===== config.mk =====
export PLATFORM = sky130hd
export DESIGN_NAME = multdiv_unit
export DESIGN_NICKNAME = d
export VERILOG_FILES = /design/src/rtl/multdiv_unit.sv
export SDC_FILE = /design/constraint.sdc
export NUM_CORES = 1
export LEC_CHECK = 0
export CAP_MARGIN = 20
export CORE_ASPECT_RATIO = 0.5
export CORE_MARGIN = 2
export CORE_UTILIZATION = 40
export DETAILED_ROUTE_END_ITERATION = 12
export PLACE_DENSITY_LB_ADDON = 0.15
export SYNTH_ARGS = -nofsm -noshare
export SYNTH_HDL_FRONTEND = slang
export SYNTH_SLANG_ARGS = --single-unit

===== constraint.sdc =====
create_clock -name clock -period 9.6 [get_ports clock]
set_input_delay 0.96 -clock clock [delete_from_list [all_inputs] [get_ports clock]]
set_output_delay 0.96 -clock clock [all_outputs]
set_load 0.05 [all_outputs]

===== src/rtl/multdiv_unit.sv =====
// multdiv_unit: multi-cycle signed 32-bit multiply / divide beside the ALU.
// Multiply: radix-2 shift-add on magnitudes, 32 iterations, sign applied at
// the end. Divide: restoring division on magnitudes, 32 iterations.
// Optional build macro MULTDIV_BOOTH4_EN switches multiply to radix-4 Booth
// recoding on the signed operands (16 iterations); results are identical.
//
// Handshake: a start is the rising cycle of ctrl_MULT or ctrl_DIV (multiply
// wins if both rise together). Operands are sampled on that edge only. busy is
// high from the start edge until the completion edge; data_resultRDY is a
// one-cycle pulse in the DONE cycle, and data_result/data_exception hold until
// the next completion. A new start at any time abandons the current op with
// no completion pulse for it.
module multdiv_unit #(
  parameter int WIDTH = 32,
  parameter int CNT_W = 6
) (
  input  logic             clock,
  input  logic             reset,
  input  logic [WIDTH-1:0] data_operandA,
  input  logic [WIDTH-1:0] data_operandB,
  input  logic             ctrl_MULT,
  input  logic             ctrl_DIV,
  output logic [WIDTH-1:0] data_result,
  output logic             data_exception,
  output logic             data_resultRDY,
  output logic             busy,
  output logic [1:0]       dbg_state
);

  typedef enum logic [1:0] {S_IDLE, S_MUL, S_DIV, S_DONE} state_t;

  localparam logic [CNT_W-1:0] DIV_LAST = CNT_W'(WIDTH - 1);
`ifdef MULTDIV_BOOTH4_EN
  localparam logic [CNT_W-1:0] MUL_LAST = CNT_W'(WIDTH / 2 - 1);
`else
  localparam logic [CNT_W-1:0] MUL_LAST = CNT_W'(WIDTH - 1);
`endif
  localparam logic [WIDTH-1:0] INT_MIN = {1'b1, {(WIDTH-1){1'b0}}};

  state_t             state_q;
  logic [CNT_W-1:0]   cnt_q;
  logic               mult_prev_q, div_prev_q;
  logic               neg_q, bzero_q, dovf_q;
  logic [2*WIDTH-1:0] acc_q, mcand_q;
  logic [WIDTH:0]     mplier_q;
  logic [WIDTH-1:0]   rem_q, dvd_q, dvs_q;

  logic               start_mul, start_div;
  logic [WIDTH-1:0]   a_mag, b_mag;
  logic [2*WIDTH-1:0] mul_add, mul_acc_nxt, mul_prod;
  logic               mul_ovf;
  logic [WIDTH:0]     trial;
  logic               ge;
  logic [WIDTH-1:0]   rem_nxt, quo_nxt, div_quo;

  // Only the rising cycle of a control line starts an op.
  assign start_mul = ctrl_MULT & ~mult_prev_q;
  assign start_div = ctrl_DIV & ~div_prev_q & ~start_mul;

  // Unsigned magnitudes: 0x80000000 maps to 2^31 without wrapping.
  assign a_mag = data_operandA[WIDTH-1] ? (~data_operandA + WIDTH'(1)) : data_operandA;
  assign b_mag = data_operandB[WIDTH-1] ? (~data_operandB + WIDTH'(1)) : data_operandB;

  assign dbg_state = state_q;

  // One multiply step and the final signed product built from it.
  always_comb begin
    mul_add = '0;
`ifdef MULTDIV_BOOTH4_EN
    case (mplier_q[2:0])
      3'b001, 3'b010: mul_add = mcand_q;
      3'b011:         mul_add = mcand_q << 1;
      3'b100:         mul_add = -(mcand_q << 1);
      3'b101, 3'b110: mul_add = -mcand_q;
      default:        mul_add = '0;
    endcase
    mul_acc_nxt = acc_q + mul_add;
    mul_prod    = mul_acc_nxt;
`else
    if (mplier_q[0]) mul_add = mcand_q;
    mul_acc_nxt = acc_q + mul_add;
    mul_prod    = neg_q ? -mul_acc_nxt : mul_acc_nxt;
`endif
  end

  // Overflow when the upper half is not the sign extension of the lower half.
  assign mul_ovf = (mul_prod[2*WIDTH-1:WIDTH] != {WIDTH{mul_prod[WIDTH-1]}});

  // One restoring-division step: shift in the next dividend bit, trial subtract.
  always_comb begin
    trial   = {rem_q, dvd_q[WIDTH-1]};
    ge      = (trial >= {1'b0, dvs_q});
    rem_nxt = ge ? WIDTH'(trial - {1'b0, dvs_q}) : trial[WIDTH-1:0];
    quo_nxt = {dvd_q[WIDTH-2:0], ge};
    div_quo = neg_q ? -quo_nxt : quo_nxt;
  end

  // Control FSM, datapath registers and registered outputs.
  always_ff @(posedge clock or posedge reset) begin
    if (reset) begin
      state_q        <= S_IDLE;
      cnt_q          <= '0;
      mult_prev_q    <= 1'b0;
      div_prev_q     <= 1'b0;
      neg_q          <= 1'b0;
      bzero_q        <= 1'b0;
      dovf_q         <= 1'b0;
      acc_q          <= '0;
      mcand_q        <= '0;
      mplier_q       <= '0;
      rem_q          <= '0;
      dvd_q          <= '0;
      dvs_q          <= '0;
      data_result    <= '0;
      data_exception <= 1'b0;
      data_resultRDY <= 1'b0;
      busy           <= 1'b0;
    end else begin
      mult_prev_q    <= ctrl_MULT;
      div_prev_q     <= ctrl_DIV;
      data_resultRDY <= 1'b0;
      if (start_mul || start_div) begin
        state_q  <= start_mul ? S_MUL : S_DIV;
        cnt_q    <= '0;
        busy     <= 1'b1;
        neg_q    <= data_operandA[WIDTH-1] ^ data_operandB[WIDTH-1];
        bzero_q  <= (data_operandB == '0);
        dovf_q   <= (data_operandA == INT_MIN) && (data_operandB == '1);
        acc_q    <= '0;
`ifdef MULTDIV_BOOTH4_EN
        mcand_q  <= {{WIDTH{data_operandA[WIDTH-1]}}, data_operandA};
        mplier_q <= {data_operandB, 1'b0};
`else
        mcand_q  <= {{WIDTH{1'b0}}, a_mag};
        mplier_q <= {1'b0, b_mag};
`endif
        rem_q    <= '0;
        dvd_q    <= a_mag;
        dvs_q    <= b_mag;
      end else begin
        case (state_q)
          S_MUL: begin
            acc_q <= mul_acc_nxt;
`ifdef MULTDIV_BOOTH4_EN
            mcand_q  <= mcand_q << 2;
            mplier_q <= {{2{mplier_q[WIDTH]}}, mplier_q[WIDTH:2]};
`else
            mcand_q  <= mcand_q << 1;
            mplier_q <= mplier_q >> 1;
`endif
            cnt_q <= cnt_q + CNT_W'(1);
            if (cnt_q == MUL_LAST) begin
              data_result    <= mul_prod[WIDTH-1:0];
              data_exception <= mul_ovf;
              data_resultRDY <= 1'b1;
              busy           <= 1'b0;
              state_q        <= S_DONE;
            end
          end
          S_DIV: begin
            rem_q <= rem_nxt;
            dvd_q <= quo_nxt;
            cnt_q <= cnt_q + CNT_W'(1);
            if (cnt_q == DIV_LAST) begin
              data_result    <= bzero_q ? '0 : (dovf_q ? INT_MIN : div_quo);
              data_exception <= bzero_q | dovf_q;
              data_resultRDY <= 1'b1;
              busy           <= 1'b0;
              state_q        <= S_DONE;
            end
          end
          S_DONE:  state_q <= S_IDLE;
          default: state_q <= S_IDLE;
        endcase
      end
    end
  end

endmodule


==> summary.md <==
| Metric | Value |
|---|---|
| Max Cap Viol | 0 |
| Area of the core | 57200 sq um |
| CTS H-tree lvls | 1 |
| Clk pwr share | 26.8% |
| Min-delay worst type | reg -> reg |
| CP Cell Sequence | buf_16, buf_4, and2_1, ha_1, nand4_1, o221a_2, a21oi_1, a22oi_1, a2111oi_1, or2_2, o211ai_1, nor4b_1, nand2_1, o31ai_1, xnor2_1, or4b_2, o2bb2ai_1, a31oi_1 |
| Clk sinks | 304 |
| Row count | 62 |
| Combinational Power Share | 39.5% |
| Area leader, netlist | dfrtp_1 |
| Worst hold stages | 2 |
| CP max stage delay | 950 ps |
| Pin count of the biggest net entering global routing | 207 |
| Post-synth top flop | dfrtp_1 |
| Iteration-0 DRC Markers | 1552 |
| Die height | 174 um |
| Clock period minus worst slack | 6540 ps |
| Worst r2r src | mplier_q[0] |
| Headroom to the max-slew limit | 18.2% |
| Crit-path slowest cell | a2111oi_1 |
| Gr busiest metal | met2 |
| Hold worst-path end | dvs_q[0] |
| Most common cell in the netlist | nor2_1 |
| P_int | 2.95 mW |
| N_diodes | 0 |
| Post-route ant nets | 0 |
| Worst setup SP type | register |
| Hold bufs inserted after CTS | 0 |
| RSZ-0062 raised after global routing | false |
| Overall Power | 4.97 mW |
| Period utilization | 68.1% |
| Post-CTS Setup Bufs | 0 |
| CTS resizes | 0 |
| Via count | 20.3k |
| Cell Pwr Density | 192 nW/um^2 |
| Share of synthesized flip-flops with an asynchronous set or reset | 100% |
| # IOs | 105 |
| Gr ovfl total | 0 |
| Max Slew Vio Count | 0 |
| Crit. End Element | register |
| Peak VDD IR | 175 uV |
| Final GP Congestion | 0.950 |
| CTS tree | built |
| Number of synthesized flops with an enable pin | 0 |
| Synth top area share | 32.9% |
| Routed length per instance | 19.9 um |
| R2r setup slk | 3060 ps |
| Met1 usage | 32.2% |
| Worst Skew | 16.5 ps |
| First-pass GRT wire length | 112000 um |
| Reg2Reg Depth | 18 |
| Worst Path Buf+Inv | 2 |
| Flop pwr share | 33.6% |
| Met3 usage | 3.17% |
| Data required time at the worst endpoint | 10100 ps |
| Switching part of the total power | 40.7% |
| Worst Hold Launch | dvs_q[0] |
| Clock Tree Buf Depth | 3 |
| Worst skew pair latency | 640 ps |
| Synthesized instance count | 2732 |
| Outcome | completed |
| Clock slew at reported path FFs | 70 ps |
| Switch Pwr | 2.02 mW |
| Number of buffers created by CTS | 31 |
| Die area | 59900 sq um |
| Overall Global Routing Usage | 23.2% |
| Design area | 25900 sq um |
| Horiz. Die Dim | 344 um |
| Sequential share of the synthesized area | 32.9% |
| Post-Syn Nets | 2905 |
| Detailed Routing Iterations Pass 1 | 5 |
| Vias per cell | 5.76 |
| GR Util met2 | 38.4% |
| Avg Inst Size Synth | 8.47 sq um |
| Worst slew pin tran | 1220 ps |
| # DRC | 0 |
| Layout cells sized above 1 | 5.41% |
| Setup violators final | 0 |
| Commonest cells in the synthesized netlist | nor2_1, dfrtp_1, a21oi_1 |
| Nets@finish | 2904 |
| Number of global-route vias before repair | 19.6k |
| CP Class | reg -> reg |
| Hpwl dp | 51300 um |
| Pleak | 10.6 nW |
| Synth top area cells | dfrtp_1, mux2i_1, a21oi_1 |
| Post-DP Area | 24800 sq um |
| TNS Setup | 0 ps |
| Initial antenna violation count | 1 |
| Post-synth cell types | 96 |
| Count of final hold-check violations | 0 |
| Initial core utilization | 40.4% |
| CTS Root Cell | clkbuf_16 |
| Mapped Area | 23100 sq um |
| Final wirelength | 70000 um |
| Port Buffers | 104 |
| Synthesized flop and latch total | 304 |
| Area grow syn2layout | 11.9% |
| Synth warn | 0 |
| Critical path's top delay family | compound AO/OA/AOI/OAI gates |
| Critical path data arrival time | 7040 ps |
| Reg-to-reg endpoint | data_exception |
| CP max FO | 31 |
| Highest clock rate | 0.153 GHz |
-- per-layer routing --
metal / routed length (um) / up-vias
met1: 32900 / 9905
met2: 32700 / 381
met5: 12 / -
met3: 2740 / 92
li1: - / 9932
met4: 1610 / 2
-- cell families (layout without fill, tap and decap cells) --
group	count (synthesis)	count (layout)	share of synthesized area (%)
AND/OR/NAND/NOR	893	893	19.2
XOR/XNOR	212	212	8.02
AO/OA/AOI/OAI	809	809	23.0
multiplexers	161	161	6.98
buffers and inverters	248	272	4.15
adder cells (fa/ha/maj)	105	105	5.74
flip-flops	304	304	32.9
-- cell usage in the layout (no fill, tap or decap), types with 23 or more instances in the layout --
cell	n
a21o_1	42
o221ai_1	31
a21oi_1	260
a211oi_1	68
nor2b_1	42
ha_1	101
o21ai_0	126
nand3_1	38
nand4_1	34
nand2b_1	34
or4_1	23
xor2_1	116
o21a_1	51
nor4_1	31
clkdlybuf4s50_1	104
mux2i_1	157
dfrtp_1	303
nor3_1	48
and2_1	74
inv_1	84
clkbuf_16	31
nand2_1	169
o31ai_1	43
nor2_1	307
xnor2_1	96
-- power groups by stage --
stage               Clock, mW  Combinational (mW)  Sequential (mW)
floorplan                   0                1.19             1.87
global placement            0                1.93             1.70
detailed placement          0                1.94             1.70
CTS                      1.37                1.95             1.68
global route             1.42                2.14             1.70
finish                   1.33                1.96             1.67
-- flip-flops by register name, summed over array words and instances (netlist names) --
name            count
dbg_state           2
mplier_q           32
rem_q              32
cnt_q               6
dvs_q              32
dvd_q              32
mcand_q            64
bzero_q             1
acc_q              64
neg_q               1
mult_prev_q         1
dovf_q              1
data_result        32
data_exception      1
busy                1
div_prev_q          1
data_resultRDY      1
-- stage by stage --
| step | hold WS (ps) | instances | utilization, % | setup slack (ps) |
|---|---|---|---|---|
| 2_1_floorplan | 443 | 2732 | - | 237 |
| 3_3_place_gp | 470 | 3463 | 43.2 | 2850 |
| 3_5_place_dp | 477 | 3465 | 43.3 | 2750 |
| 4_1_cts | 493 | 3523 | 45.2 | 2730 |
| 5_1_grt | 513 | 3524 | 45.2 | 2680 |
| 6_report | 488 | 3524 | 45.2 | 3060 |
-- tightest hold or removal path, delay by kind of cell (launching register included) --
family           cells  cell delay (ps)
DFF                  1              350
and+or+nand+nor      2              110
-- worst max path at each step --
stage / startpoint / depth (start not counted) / endpoint / slack (ps)
6_report: mplier_q[0] / 18 / data_exception / 3060
3_5_place_dp: mplier_q[0] / 17 / data_exception / 2750
5_1_grt: mplier_q[0] / 18 / data_exception / 2680
3_3_place_gp: mplier_q[0] / 16 / data_exception / 2850
2_1_floorplan: reset / 1 / acc_q[0] / 240
4_1_cts: mplier_q[0] / 17 / data_exception / 2730
-- area by class of cell --
| type | instances | area (sq um) |
|---|---|---|
| Sequential cell | 304 | 7610 |
| Clock inverter | 20 | 226 |
| Tap cell | 768 | 961 |
| Clock buffer | 38 | 862 |
| Fill cell | 5738 | 31400 |
| Multi-Input combinational cell | 2180 | 14600 |
| Inverter | 87 | 334 |
| Timing Repair Buffer | 127 | 1270 |
(Power assumes the default switching activity.)
